### config.mk
export PLATFORM = sky130hd
export DESIGN_NAME = mp_register_file
export DESIGN_NICKNAME = d
export VERILOG_FILES = /design/src/rtl/mp_register_file_pkg.sv /design/src/rtl/mp_regfile_warb.sv /design/src/rtl/mp_register_file.sv
export SDC_FILE = /design/constraint.sdc
export NUM_CORES = 2
export LEC_CHECK = 0
export CAP_MARGIN = 20
export CORE_ASPECT_RATIO = 1.5
export CORE_MARGIN = 5
export CORE_UTILIZATION = 30
export CTS_BUF_LIST = sky130_fd_sc_hd__clkbuf_16
export CTS_CLUSTER_DIAMETER = 150
export DETAILED_ROUTE_END_ITERATION = 16
export MAX_ROUTING_LAYER = met4
export PLACE_DENSITY = 0.57
export SYNTH_ARGS = -nofsm -noshare
export SYNTH_HDL_FRONTEND = slang
export SYNTH_SLANG_ARGS = --single-unit
### constraint.sdc
create_clock -name i_clk -period 106 [get_ports i_clk]
set_input_delay 21.2 -clock i_clk [delete_from_list [all_inputs] [get_ports i_clk]]
set_output_delay 21.2 -clock i_clk [all_outputs]
set_load 0.005 [all_outputs]
### src/rtl/mp_register_file_pkg.sv
// mp_register_file_pkg: shared defaults, register-address type and index-width helper
package mp_register_file_pkg;
  localparam int DEF_XLEN = 32;
  localparam int DEF_NUM_REGS = 32;
  localparam int DEF_AW = $clog2(DEF_NUM_REGS);
  typedef logic [DEF_AW-1:0] reg_addr_t;
  function automatic int idx_w(input int n);
    return n > 1 ? $clog2(n) : 1;
  endfunction
endpackage

### src/rtl/mp_regfile_warb.sv
// mp_regfile_warb: per-register write enable and winning write-port index (highest port wins)
module mp_regfile_warb import mp_register_file_pkg::*; #(
  parameter int NUM_REGS = DEF_NUM_REGS,
  parameter int NUM_WPORTS = 2,
  parameter int AW = $clog2(NUM_REGS),
  parameter int WIW = idx_w(NUM_WPORTS)
) (
  input  logic [NUM_WPORTS-1:0]          we,
  input  logic [NUM_WPORTS-1:0][AW-1:0]  waddr,
  output logic [NUM_REGS-1:0]            wen,
  output logic [NUM_REGS-1:0][WIW-1:0]   wsel
);
  always_comb begin
    wen = '0;
    wsel = '0;
    for (int w = 0; w < NUM_WPORTS; w++) begin
      if (we[w] && waddr[w] != '0) begin
        wen[waddr[w]] = 1'b1;
        wsel[waddr[w]] = WIW'(w);
      end
    end
  end
endmodule

### src/rtl/mp_register_file.sv
// mp_register_file: multi-port register file with pending bits; MP_REGFILE_BYPASS_EN adds write-to-read forwarding
module mp_register_file import mp_register_file_pkg::*; #(
  parameter int XLEN = DEF_XLEN,
  parameter int NUM_REGS = DEF_NUM_REGS,
  parameter int NUM_RPORTS = 2,
  parameter int NUM_WPORTS = 2
) (
  input  logic                                      i_clk,
  input  logic                                      i_rst,
  input  logic [NUM_WPORTS-1:0]                     i_we,
  input  logic [NUM_WPORTS-1:0][$clog2(NUM_REGS)-1:0] i_waddr,
  input  logic [NUM_WPORTS-1:0][XLEN-1:0]           i_wdata,
  input  logic [NUM_RPORTS-1:0][$clog2(NUM_REGS)-1:0] i_raddr,
  output logic [NUM_RPORTS-1:0][XLEN-1:0]           o_rdata,
  output logic [NUM_RPORTS-1:0]                     o_rbusy,
  input  logic                                      i_rsv,
  input  logic [$clog2(NUM_REGS)-1:0]               i_rsv_addr,
  output logic                                      o_rsv_ok
);
  localparam int AW = $clog2(NUM_REGS);
  localparam int WIW = idx_w(NUM_WPORTS);
  logic [NUM_REGS-1:0][XLEN-1:0] regs;
  logic [NUM_REGS-1:0] pend;
  logic [NUM_REGS-1:0] wen;
  logic [NUM_REGS-1:0][WIW-1:0] wsel;
  mp_regfile_warb #(.NUM_REGS(NUM_REGS), .NUM_WPORTS(NUM_WPORTS), .AW(AW), .WIW(WIW)) u_warb (
    .we(i_we),
    .waddr(i_waddr),
    .wen(wen),
    .wsel(wsel)
  );
  // pend[0] never sets, so register 0 reservations are always accepted with no effect
  assign o_rsv_ok = i_rsv && (!pend[i_rsv_addr] || wen[i_rsv_addr]);
  always_ff @(posedge i_clk or posedge i_rst) begin
    if (i_rst) begin
      regs <= '0;
      pend <= '0;
    end else begin
      for (int r = 1; r < NUM_REGS; r++) begin
        if (wen[r]) regs[r] <= i_wdata[wsel[r]];
        pend[r] <= (o_rsv_ok && i_rsv_addr == AW'(r)) ? 1'b1 : wen[r] ? 1'b0 : pend[r];
      end
    end
  end
  for (genvar p = 0; p < NUM_RPORTS; p++) begin : g_rd
`ifdef MP_REGFILE_BYPASS_EN
    logic byp;
    assign byp = !i_rst && wen[i_raddr[p]];
    assign o_rdata[p] = byp ? i_wdata[wsel[i_raddr[p]]] : regs[i_raddr[p]];
    assign o_rbusy[p] = !byp && pend[i_raddr[p]];
`else
    assign o_rdata[p] = regs[i_raddr[p]];
    assign o_rbusy[p] = pend[i_raddr[p]];
`endif
  end
endmodule

# [Word-level counts from Yosys, hierarchy flattened]
# Index checks and enable logic that the tools add are counted.
[word_totals] output_inout_bits=67 ff_bits=1023 inputBits=94
[op_classes] n_mux=143 eq_ne=31 reduce_logical=71 bitwise_logic=1 order_cmp=38
[ops] cell="$mux 32" n=67
[ops] cell="$bmux 32 s5" n=2
[ops] cell="$eq 5x5->1 const B" n=16
[ops] cell="$mux 1" n=68
[ops] cell="$lt 1x2->1 const B" n=31
[ops] cell="$reduce_bool 2->1" n=31
[ops] cell="$eq 5x4->1 const B" n=8
[ops] cell="$logic_and 1x1->1" n=36
[ops] cell="$or 32x32->32" n=1
[ops] cell="$lt 5x6->1 const B" n=5
[ops] cell="$bmux 1 s5" n=4
[ops] cell="$eq 5x3->1 const B" n=4
[ops] cell="$demux 1 s5" n=2
[ops] cell="$eq 5x2->1 const B" n=2
[ops] cell="$ge 5x1->1 const B" n=2
[ops] cell="$reduce_bool 5->1" n=2
[ops] cell="$eq 5x1->1 const B" n=1
[ops] cell="$logic_not 1->1" n=1
[ops] cell="$logic_or 1x1->1" n=1

# [Logic depth before layout (Yosys ltp)]
[logic_depth] ltp_word=13 depth_mapped=10 ltp_nobuf=7

# [Cells and area by module]
# From an unflattened synthesis, not the netlist that was laid out.
[unflattened] hier_cells=5724 area_unflattened_um2=64047.7
[modules_own_cells] mod="mp_register_file" cells_per_inst=5622 instances=1 area_each_um2=63479.6
[modules_own_cells] mod="mp_regfile_warb" cells_per_inst=102 instances=1 area_each_um2=568.0

# [Worst setup path after synthesis]
# OpenSTA, ideal clock, no wires.
[synth_timing] kind="input to output" startpoint="input i_raddr[1] (netlist bit)" endpoint="output o_rbusy[0]" arrival_ns=23.334 required_time_ns=84.800 slack_ns=61.466 path_buffers=4 stages=7 cell_sequence="clkbuf_1 -> buf_2 -> clkbuf_1 -> clkbuf_1 -> mux4_2 -> mux4_2 -> mux2_2"
[synth_between] elab_chain_len=2
[synth_rtl] element="from (decl)" line_no="mp_register_file.sv:13" source="input logic [NUM_RPORTS-1:0][$clog2(NUM_REGS)-1:0] i_raddr,"
[synth_rtl] element="$bmux 1 s5" line_no="mp_register_file.sv:53" source="assign o_rbusy[p] = pend[i_raddr[p]];"
[synth_rtl] element="$mux 1 (not written as such)" line_no="mp_register_file.sv:53"
[synth_rtl] element="to (decl)" line_no="mp_register_file.sv:15" source="output logic [NUM_RPORTS-1:0] o_rbusy,"
# No other way between the ends. The select of a mux whose other input is x is not followed.

==> flow_metrics.env <==
export IMPL_grt_met1_usage=0.296
export IMPL_critical_path_required_ns=84.80
export IMPL_syn_to_final_growth_pct=13.3
export IMPL_finClkSkew_ns=0.0155
export IMPL_start_kind="primary input"
export IMPL_use_met3=0.0630
export IMPL_p_leak_nw=29.2
export IMPL_totalWireLength_um=257000
export IMPL_crit_slowest_cell="buf_4"
export IMPL_fin_util=0.342
export IMPL_cts_root_buf="clkbuf_16"
export IMPL_drtAntennaViolNets=0
export IMPL_core_area_um2=212000
export IMPL_synth_ff_type="dfrtp_1"
export IMPL_cts_resized_gates=0
export IMPL_cp_num_cells=9
export IMPL_register_area_um2=25600
export IMPL_drive_gt1_frac=0.205
export IMPL_drc=0
export IMPL_routed_via_density=5.87
export IMPL_status="completed"
export IMPL_grt_max_degree=173
export IMPL_setup_viol=0
export IMPL_hpwl_um=141000
export IMPL_clock_sinks=1023
export IMPL_antenna_found_initial=35
export IMPL_yosysSeqAreaShare=0.399
export IMPL_ys_warnings_count=33
export IMPL_layout_nets=5597
export IMPL_io_pins=161
export IMPL_cts_tree="done"
export IMPL_overflow=0
export IMPL_crit_family="buffers and inverters"
export IMPL_clk_transition_reported_paths_ns=0.06
export IMPL_tns_ns=0
export IMPL_drt_wirelength_per_cell_um=30.5
export IMPL_slew_viol_final=0
export IMPL_cts_max_path_buffers=3
export IMPL_peakVddDrop_uv=14.8
export IMPL_max_cap_violations=0
export IMPL_synth_area_leaders="dfrtp_1 (40%), mux4_2 (21%), mux2i_1 (16%)"
export IMPL_r2r_cells=8
export IMPL_synth_area_leader_cell="dfrtp_1"
export IMPL_synthCells=5745
export IMPL_stdcell_area_um2=72600
export IMPL_grt_pass1_vias=48772
export IMPL_use_met2=0.342
export IMPL_synth_distinct_cells=55
export IMPL_synth_common_cells="dfrtp_1 (1,023), mux2i_1 (993), nand2_1 (830), o21ai_0 (815), mux4_2 (602)"
export IMPL_crit_path_frequent_cell="buf_4"
export IMPL_synthesis_area_um2=64100
export IMPL_regToRegSetupSlack_ns=103.51
export IMPL_slowest_delay_ns=0.85
export IMPL_rows=207
export IMPL_fin_crit_ns=47.15
export IMPL_syn_area_per_cell_um2=11.2
export IMPL_yosysTopAreaCellShare=0.399
export IMPL_r2r_start="pend[15]"
export IMPL_io_buffer_count=160
export IMPL_hp_class="reg -> reg"
export IMPL_cts_setup_buffers=0
export IMPL_path_cells="buf_8 > buf_4 > buf_4 > nor2b_4 > buf_4 > a22o_1 > mux4_2 > mux2_2 > clkdlybuf4s50_1"
export IMPL_postCtsHoldBufs=0
export IMPL_track_usage=0.231
export IMPL_grt_first_pass_wirelength_um=367000
export IMPL_vias=49534
export IMPL_relSlewSlack=0.149
export IMPL_synth_most_common_cell="dfrtp_1"
export IMPL_worst_setup_path_type="in -> out"
export IMPL_die_area_um2=223000
export IMPL_multi_input_area_um2=36200
export IMPL_p_per_area_nw_per_um2=18.3
export IMPL_start_util=0.302
export IMPL_crit_path_end_kind="output pin"
export IMPL_die_w_um=387
export IMPL_gp_congestion=0.949
export IMPL_worstMarginPinSlew_ns=1.28
export IMPL_firstDrtPassIters=8
export IMPL_clock_fmax_ghz=0.0212
export IMPL_r2r_end="pend[3]"
export IMPL_crit_end="o_rdata[4]"
export IMPL_final_fill_count=20994
export IMPL_finalCritPeriodShare=0.445
export IMPL_synth_edf_count=0
export IMPL_cp_arrival_ns=25.95
export IMPL_place_area_um2=68500
export IMPL_hold_viol_final=0
export IMPL_async_flop_share=1.00
export IMPL_critPathMaxFanout=77
export IMPL_top_usage_layer="met2"
export IMPL_crit_start="i_raddr[0]"
export IMPL_cts_buffers=115
export IMPL_rsz0062_at_grt="no"
export IMPL_synth_nets=5839
export IMPL_htree_levels=3
export IMPL_drt_iter0_drc=6434
export IMPL_yosys_register_bits=1023
export IMPL_clkLatencyLatePin_ns=0.75
export IMPL_crit_buf_inv=5
export IMPL_die_y_um=576
[cell type report]
class / instances / share of cell area
Clock buffer: 117 / 0.0403
Timing Repair Buffer: 329 / 0.0479
Inverter: 22 / 0.00128
Antenna cell: 21 / 0.000724
Sequential cell: 1023 / 0.353
Multi-Input combinational cell: 4012 / 0.498
Tap cell: 2821 / 0.0486
Clock inverter: 91 / 0.0101
[cell usage in the layout (no fill, tap or decap), types with 6 or more instances in the layout]
master and instances:
nand4bb_1 6, dfrtp_1 1023, clkdlybuf4s50_1 150, nand2_4 14
nand4_1 7, bufinv_16 11, nand2_1 817, nand2b_1 9
nor2_4 40, diode_2 21, a22o_1 79, buf_16 23
buf_8 17, a32o_1 10, mux2_2 131, buf_4 134
clkinv_1 32, clkbuf_16 117, inv_1 39, mux2i_1 993
nor3_1 8, clkinvlp_4 7, nor2_1 212, clkinv_2 18
mux4_2 602, a21oi_1 197, o21ai_0 815, o22ai_1 9
[worst min-delay path: cells and delay by family, from the launching register on]
family	cells	cell delay (ns)
simple gates	1	0.05
flops	1	0.35
compound gates	1	0.06
[registers in the layout, summed over array words and instances (netlist names)]
| signal | cells |
|---|---|
| regs | 992 |
| pend | 31 |
[logic make-up (layout without fill, tap and decap cells)]
kind of cell	after synthesis	in the layout	share of synthesized area
flip-flops	1023	1023	0.399
multiplexers	1726	1726	0.390
AO/OA/AOI/OAI	1132	1132	0.0957
other	0	21	0
AND/OR/NAND/NOR	1154	1154	0.0722
buffers and inverters	710	559	0.0431
[how the worst min path moves through the flow]
stage                         start        end  slack (ns)  depth (start not counted)
after floorplan           regs[320]  regs[320]        0.46                          2
after global placement    regs[325]  regs[325]        0.48                          2
after CTS                 regs[344]  regs[344]        0.50                          2
after global routing      regs[331]  regs[331]        0.53                          2
after detailed placement  regs[344]  regs[344]        0.49                          2
final                     regs[344]  regs[344]        0.50                          2
[power breakdown]
group	internal, W	leakage [nW]	switching (W)	total, W
logic	0.000200	14.7	0.000149	0.000348
registers	0.000492	12.7	0.0000829	0.000575
clock network	0.000225	1.85	0.000177	0.000402
total	0.000917	29.2	0.000409	0.00133
[through the flow]
step | total power (W) | setup WS (ns) | cells | hold slack, ns
6_report | 0.00133 | 58.85 | 8436 | 0.497
5_1_grt | 0.00139 | 58.55 | 8434 | 0.530
4_1_cts | 0.00132 | 58.73 | 8400 | 0.500
3_5_place_dp | 0.000923 | 58.73 | 8192 | 0.487
3_3_place_gp | 0.000905 | 58.79 | 8170 | 0.475
2_1_floorplan | 0.000804 | 56.01 | 5745 | 0.461
[per-layer routing]
metal | vias up | part of all wire
met5 | - | 0
met4 | 0 | 0.053
met3 | 733 | 0.11
met2 | 2916 | 0.45
met1 | 25264 | 0.39
li1 | 20621 | -
Note: power is estimated with default switching activity, not from simulation.
